File: src/rtl/multicycle_ctrl.sv
// multicycle_ctrl: main control FSM sequencing the shared datapath of the multicycle MIPS-subset core
module multicycle_ctrl #(
  parameter int OP_W = 6,
  parameter int ST_W = 4
) (
  input  logic            clk,
  input  logic            rst,
  input  logic [OP_W-1:0] op_i,
  input  logic [OP_W-1:0] funct_i,
  input  logic            zero_i,
  input  logic            mem_ready_i,
  output logic            alusrca_i,
  output logic [2:0]      alusrcb_i,
  output logic [2:0]      alucont_i,
  output logic [1:0]      pcsource_i,
  output logic            pcen_i,
  output logic            irwrite_i,
  output logic            iord_i,
  output logic            memtoreg_i,
  output logic            regdst_i,
  output logic            regwrite_i,
  output logic            memread_o,
  output logic            memwrite_o,
  output logic            illegal_o,
  output logic [ST_W-1:0] state_o
);
  typedef enum logic [ST_W-1:0] {
    FETCH   = ST_W'(0),
    DECODE  = ST_W'(1),
    MEMADR  = ST_W'(2),
    MEMRD   = ST_W'(3),
    MEMWR   = ST_W'(4),
    RTYPEEX = ST_W'(5),
    RTYPEWB = ST_W'(6),
    BEQEX   = ST_W'(7),
    ADDIEX  = ST_W'(8),
    ADDIWB  = ST_W'(9),
    JEX     = ST_W'(10)
  } state_t;
  localparam logic [OP_W-1:0] OP_R    = OP_W'(6'b000000);
  localparam logic [OP_W-1:0] OP_LW   = OP_W'(6'b100011);
  localparam logic [OP_W-1:0] OP_SW   = OP_W'(6'b101011);
  localparam logic [OP_W-1:0] OP_BEQ  = OP_W'(6'b000100);
  localparam logic [OP_W-1:0] OP_ADDI = OP_W'(6'b001000);
  localparam logic [OP_W-1:0] OP_J    = OP_W'(6'b000010);
  localparam logic [OP_W-1:0] F_ADD   = OP_W'(6'b100000);
  localparam logic [OP_W-1:0] F_SUB   = OP_W'(6'b100010);
  localparam logic [OP_W-1:0] F_AND   = OP_W'(6'b100100);
  localparam logic [OP_W-1:0] F_OR    = OP_W'(6'b100101);
  localparam logic [OP_W-1:0] F_SLT   = OP_W'(6'b101010);
  state_t     state_q, state_d;
  logic [2:0] funct_alu;
  logic       funct_ok;
  assign state_o = state_q;
  // ALU operation and legality of the R-type funct field
  always_comb begin
    funct_alu = funct_i == F_SUB ? 3'b110 :
                funct_i == F_AND ? 3'b000 :
                funct_i == F_OR  ? 3'b001 :
                funct_i == F_SLT ? 3'b111 : 3'b010;
    funct_ok  = funct_i inside {F_ADD, F_SUB, F_AND, F_OR, F_SLT};
  end
  // state register; reset returns to FETCH and aborts any instruction in flight
  always_ff @(posedge clk) begin
    if (rst) state_q <= FETCH;
    else     state_q <= state_d;
  end
  // next state and datapath controls; reset leaves everything at default with enables low
  always_comb begin
    state_d    = FETCH;
    alusrca_i  = 1'b0;
    alusrcb_i  = 3'b000;
    alucont_i  = 3'b010;
    pcsource_i = 2'b00;
    pcen_i     = 1'b0;
    irwrite_i  = 1'b0;
    iord_i     = 1'b0;
    memtoreg_i = 1'b0;
    regdst_i   = 1'b0;
    regwrite_i = 1'b0;
    memread_o  = 1'b0;
    memwrite_o = 1'b0;
    illegal_o  = 1'b0;
    if (!rst) begin
      case (state_q)
        FETCH: begin
          memread_o = 1'b1;
          alusrcb_i = 3'b001;
          irwrite_i = mem_ready_i;
          pcen_i    = mem_ready_i;
          state_d   = mem_ready_i ? DECODE : FETCH;
        end
        DECODE: begin
          alusrcb_i = 3'b011;
          state_d   = (op_i == OP_LW || op_i == OP_SW) ? MEMADR  :
                      (op_i == OP_R && funct_ok)       ? RTYPEEX :
                      op_i == OP_BEQ                   ? BEQEX   :
                      op_i == OP_ADDI                  ? ADDIEX  :
                      op_i == OP_J                     ? JEX     : FETCH;
          illegal_o = state_d == FETCH;
        end
        MEMADR: begin
          alusrca_i = 1'b1;
          alusrcb_i = 3'b100;
          state_d   = op_i == OP_SW ? MEMWR : MEMRD;
        end
        MEMRD: begin
          iord_i     = 1'b1;
          memread_o  = 1'b1;
          memtoreg_i = 1'b1;
          regwrite_i = mem_ready_i;
          state_d    = mem_ready_i ? FETCH : MEMRD;
        end
        MEMWR: begin
          iord_i     = 1'b1;
          memwrite_o = 1'b1;
          state_d    = mem_ready_i ? FETCH : MEMWR;
        end
        RTYPEEX: begin
          alusrca_i = 1'b1;
          alucont_i = funct_alu;
          state_d   = RTYPEWB;
        end
        RTYPEWB: begin
          regdst_i   = 1'b1;
          regwrite_i = 1'b1;
        end
        BEQEX: begin
          alusrca_i  = 1'b1;
          alucont_i  = 3'b110;
          pcsource_i = 2'b01;
          pcen_i     = zero_i;
        end
        ADDIEX: begin
          alusrca_i = 1'b1;
          alusrcb_i = 3'b100;
          state_d   = ADDIWB;
        end
        ADDIWB: regwrite_i = 1'b1;
        JEX: begin
          pcsource_i = 2'b10;
          pcen_i     = 1'b1;
        end
        default: state_d = FETCH;
      endcase
    end
  end
endmodule

File: config.mk
export PLATFORM = sky130hd
export DESIGN_NAME = multicycle_ctrl
export DESIGN_NICKNAME = d
export VERILOG_FILES = /design/src/rtl/multicycle_ctrl.sv
export SDC_FILE = /design/constraint.sdc
export NUM_CORES = 1
export LEC_CHECK = 0
export CAP_MARGIN = 10
export CORE_MARGIN = 5
export CORE_UTILIZATION = 38
export CTS_CLUSTER_SIZE = 14
export DETAILED_ROUTE_END_ITERATION = 12
export PLACE_DENSITY = 0.84
export SYNTH_ARGS = -nofsm -noshare
export SYNTH_HDL_FRONTEND = slang
export SYNTH_SLANG_ARGS = --single-unit
File: constraint.sdc
create_clock -name clk -period 2.2 [get_ports clk]
set_input_delay 0.44 -clock clk [delete_from_list [all_inputs] [get_ports clk]]
set_output_delay 0.44 -clock clk [all_outputs]
set_load 0.1 [all_outputs]
==> run summary, run 1 <==
Prevailing post-synth register cell: dfxtp_1
Initial Util: 39.2%
Die X-Extent: 49.2 um
Top post-synthesis cells by area: dfxtp_1, nor2_1, nor2b_1, xnor2_1, a21oi_1
PostCTS Resize Cnt: 33
Yosys top cell area share: 13.7%
Row cnt: 14
H-Tree Depth: 1
Root Driver: clkbuf_4
Mapped Avg Cell Area: 6.57 sq um
CTS max path bufs: 2
Status: did not finish
Post-DP HPWL: 2.54 mm
GP Congestion: 0.889
Post-CTS Setup Repair Bufs: 3
Tool Error: [ERROR DPL-0038] Utilization greater than 100%, impossible to legalize
Post-synthesis register bit count: 4
Cell Area, Synth: 584 sq um
Post-synth EDFFs: 0
Yosys cell types: 35
Dpl cell area: 1440 sq um
Buffers on Ports: 37
Async SR Flop Fraction: 0%
Die Ht: 49.2 um
Most frequent cell after synthesis: nor2_1
Post-synth top cells: nor2_1, nor2b_1, a21oi_1, nand2_1, nor3_1
Synth warnings: 0
Clk sinks: 4
CTS Buf Count: 3
Stage reached: clock tree synthesis
Hold Buf Count CTS: 0
Post-Syn Nets: 105
Synth Instances: 89
Boundary pin count: 38
Register area share after synthesis: 13.7%
Post-synth top area cell: dfxtp_1
[per-stage QoR]
| stage | worst slack [ns] | std cells |
|---|---|---|
| after detailed placement | -0.337 | 158 |
| after floorplan | -0.915 | 89 |
| after global placement | -0.206 | 158 |
[cells by family after synthesis]
| family | share of synthesized area (%) |
|---|---|
| AOI/OAI and AO/OA | 21.8 |
| xor gates and xnor gates | 4.50 |
| buffers and inverters | 5.14 |
| DFF | 13.7 |
| muxes | 1.71 |
| and+or+nand+nor | 53.1 |
==> run 2, diff against run 1 <==
Settings changed: CORE_AREA set to 5 5 66 68, CORE_MARGIN 5 to not set, CORE_UTILIZATION 38 to not set, CTS_CLUSTER_SIZE 14 to not set, DIE_AREA set to 0 0 71 73, PLACE_DENSITY 0.84 to not set, PLACE_DENSITY_LB_ADDON set to 0.15.
==> run summary, run 2 <==
Status: completed
Row cnt: 23 (+9)
Power share of the combinational group: 46.0%
Synth Instances: 89 (unchanged)
Final Setup Violations: 0
# fillers: 406
Detailed Routing Iterations Pass 1: 4
Clk slew on worst S/H paths: 0.03 ns
CP required: 1.76 ns
Antenna-violating nets left: 0
Pre-CTS setup slack: -0.234 ns (+0.103 ns)
Max Freq: 462 MHz
Async SR Flop Fraction: 0% (unchanged)
TritonCTS clock tree: built
Synth Area in Simple Gates: 53.1% (unchanged)
Via Count: 875
Sequential power share: 17.4%
CP Launch Point: op_i[5]
Max-slew violations: 0
Most frequent cells in the layout: buf_4, buf_12, dlygate4sd2_1
Die X-Extent: 71 um (+44%)
Buffers on Ports: 37 (unchanged)
CTS Buf Count: 3 (unchanged)
Vias per std cell: 4.46
Post-DP HPWL: 1.96 mm (-23%)
Period utilisation layout: 98.3%
Share of layout cells above drive strength 1: 55.5%
Yosys top cell area share: 13.7% (unchanged)
Critical Path End: illegal_o
Boundary pin count: 38 (unchanged)
Net count reported at finish: 163
Leakage: 0.602 nW
GP Congestion: 0.780 (-12%)
Skew-Pair Late Insertion Delay: 0.22 ns
Remaining global-route overflow: 0
VDD IR-drop max: 218 uV
# DRC: 0
Slew margin rel.: 77.1%
Worst r2r src: state_o[0]
Most frequent cell after synthesis: nor2_1
Worst-path fanout max: 4
Dpl cell area: 1460 sq um (+1.9%)
Post-Syn Nets: 105 (unchanged)
All-layer global routing usage: 9.74%
Routed len/inst: 12.1 um
Most common cell after layout, fill and taps aside: buf_4
Top post-synthesis cells by area: dfxtp_1, nor2_1, nor2b_1, xnor2_1, a21oi_1
Final setup skew: 0.000532 ns
Post-route cell area: 1550 sq um
RSZ-0062 raised after global routing: false
Internal: 0.289 mW
Pwr dens: 300 nW/um^2
Largest family of logic cells by synthesized area: simple AND/OR/NAND/NOR gates
FF-to-FF setup slack: 0.66 ns
Core area: 3800 sq um
Die area: 5180 sq um
Area growth syn-to-layout: 166%
Vias in the first global route: 904
Post-synthesis register bit count: 4 (unchanged)
Register area share after synthesis: 13.7% (unchanged)
Synth warnings: 0 (unchanged)
Prevailing post-synth register cell: dfxtp_1
Post-synth EDFFs: 0 (unchanged)
H-Tree Depth: 1 (unchanged)
R2r endpoint: state_o[2]
CP Capture Type: output port
DRT iter0 DRCs: 28
CP Data Arrival Time: 1.72 ns
Hold Buf Count CTS: 0 (unchanged)
Crit path kind: primary input to output port
Root Driver: clkbuf_8
Switching Fraction: 38.1%
Clock group share of total power: 36.7%
Drt total wl: 2.37 mm
Startpoint types: primary input
R2R cell count: 5
Least-Margin Pin Slew: 0.342 ns
Post-synthesis mux area share: 1.71% (unchanged)
Post-synth top cells: nor2_1, nor2b_1, a21oi_1, nand2_1, nor3_1
N_diodes: 0
Clk sinks: 4 (unchanged)
Post-synth top area cell: dfxtp_1
Number of antenna violations at the first check in global routing: 0
Area fraction in compound gates after synthesis: 21.8% (unchanged)
Mapped Avg Cell Area: 6.57 sq um (unchanged)
Synth Area in XOR/XNOR: 4.50% (unchanged)
Adder-Cell Fraction of Synth Area: 0% (unchanged)
Final Hold Fails: 0
Hold WC Path Type: flip-flop to flip-flop
Initial Util: 15.4% (-24 points)
Die Ht: 73 um (+48%)
Max reg flops: 4
Cell Area, Synth: 584 sq um (unchanged)
CTS max path bufs: 2 (unchanged)
Slack of the critical path: 0.0367 ns
Switching pwr: 0.178 mW
Largest net degree at the start of global routing: 18
Min Tclk post-route: 2.16 ns
Max cap viols: 0
First-pass GRT wire length: 4.15 mm
Design Power: 0.466 mW
Yosys cell types: 35 (unchanged)
-- run 2: repair_timing --
action                                  in CTS  in global routing
cloned                                       0                  0
pin swaps                                    7                  2
resized for setup                           18                  2
buffers inserted                             2                  0
endpoints found under the setup margin      10                  1
-- run 2: cell type report --
| class | count | area [sq um] | share of cell area [%] |
|---|---|---|---|
| Multi-Input combinational cell | 78 | 649 | 41.8 |
| Clock buffer | 4 | 45.0 | 2.90 |
| Inverter | 2 | 7.51 | 0.483 |
| Sequential cell | 4 | 92.6 | 5.96 |
| Timing Repair Buffer | 58 | 696 | 44.8 |
| Tap cell | 50 | 62.6 | 4.03 |
-- run 2: kinds of logic after synthesis --
family	after synthesis
and+or+nand+nor	55
AOI/OAI and AO/OA	19
buffers and inverters	7
DFF	4
xor gates and xnor gates	3
muxes	1
-- run 2: power groups by stage --
stage	registers (mW)	logic [mW]	clock network [mW]
final	0.0809	0.214	0.171
after global placement	0.0822	0.212	0
after global routing	0.0819	0.227	0.180
after detailed placement	0.0821	0.213	0
after floorplan	0.0881	0.112	0
after CTS	0.0811	0.214	0.175
-- run 2: metrics by stage --
step / hold WS, ns / setup TNS (ns) / instances / utilization, %
finish: 0.520 / 0 / 196 / 40.9
global route: 0.539 / 0 / 196 / 40.9
CTS: 0.520 / 0 / 196 / 40.6
detailed placement: 0.516 / -0.941 / 190 / 38.5
global placement: 0.518 / -0.949 / 190 / 38.5
floorplan: 0.636 / -4.33 / 89 / -
-- run 2: worst max-delay path: stages --
cell           delay, ns
dlygate4sd2_1       0.27
or4_4               0.54
o22ai_2             0.11
buf_4               0.14
nor4b_4             0.05
buf_12              0.18
-- run 2: metal layers --
layer	part of all wire [%]	vias up	GRT usage, %
met3	4.8	2	1.79
met2	51	26	16.3
met4	1.4	0	5.01
met1	43	408	11.9
met5	0	-	0
li1	-	439	-
-- run 2: worst min path at each step --
stage,end,depth (start not counted),start
after global routing,state_o[3],1,state_o[2]
final,state_o[3],1,state_o[2]
after global placement,state_o[3],1,state_o[2]
after detailed placement,state_o[3],1,state_o[2]
after floorplan,state_o[2],2,op_i[4]
after CTS,state_o[3],1,state_o[2]
Power figures use the tool's default switching activity.
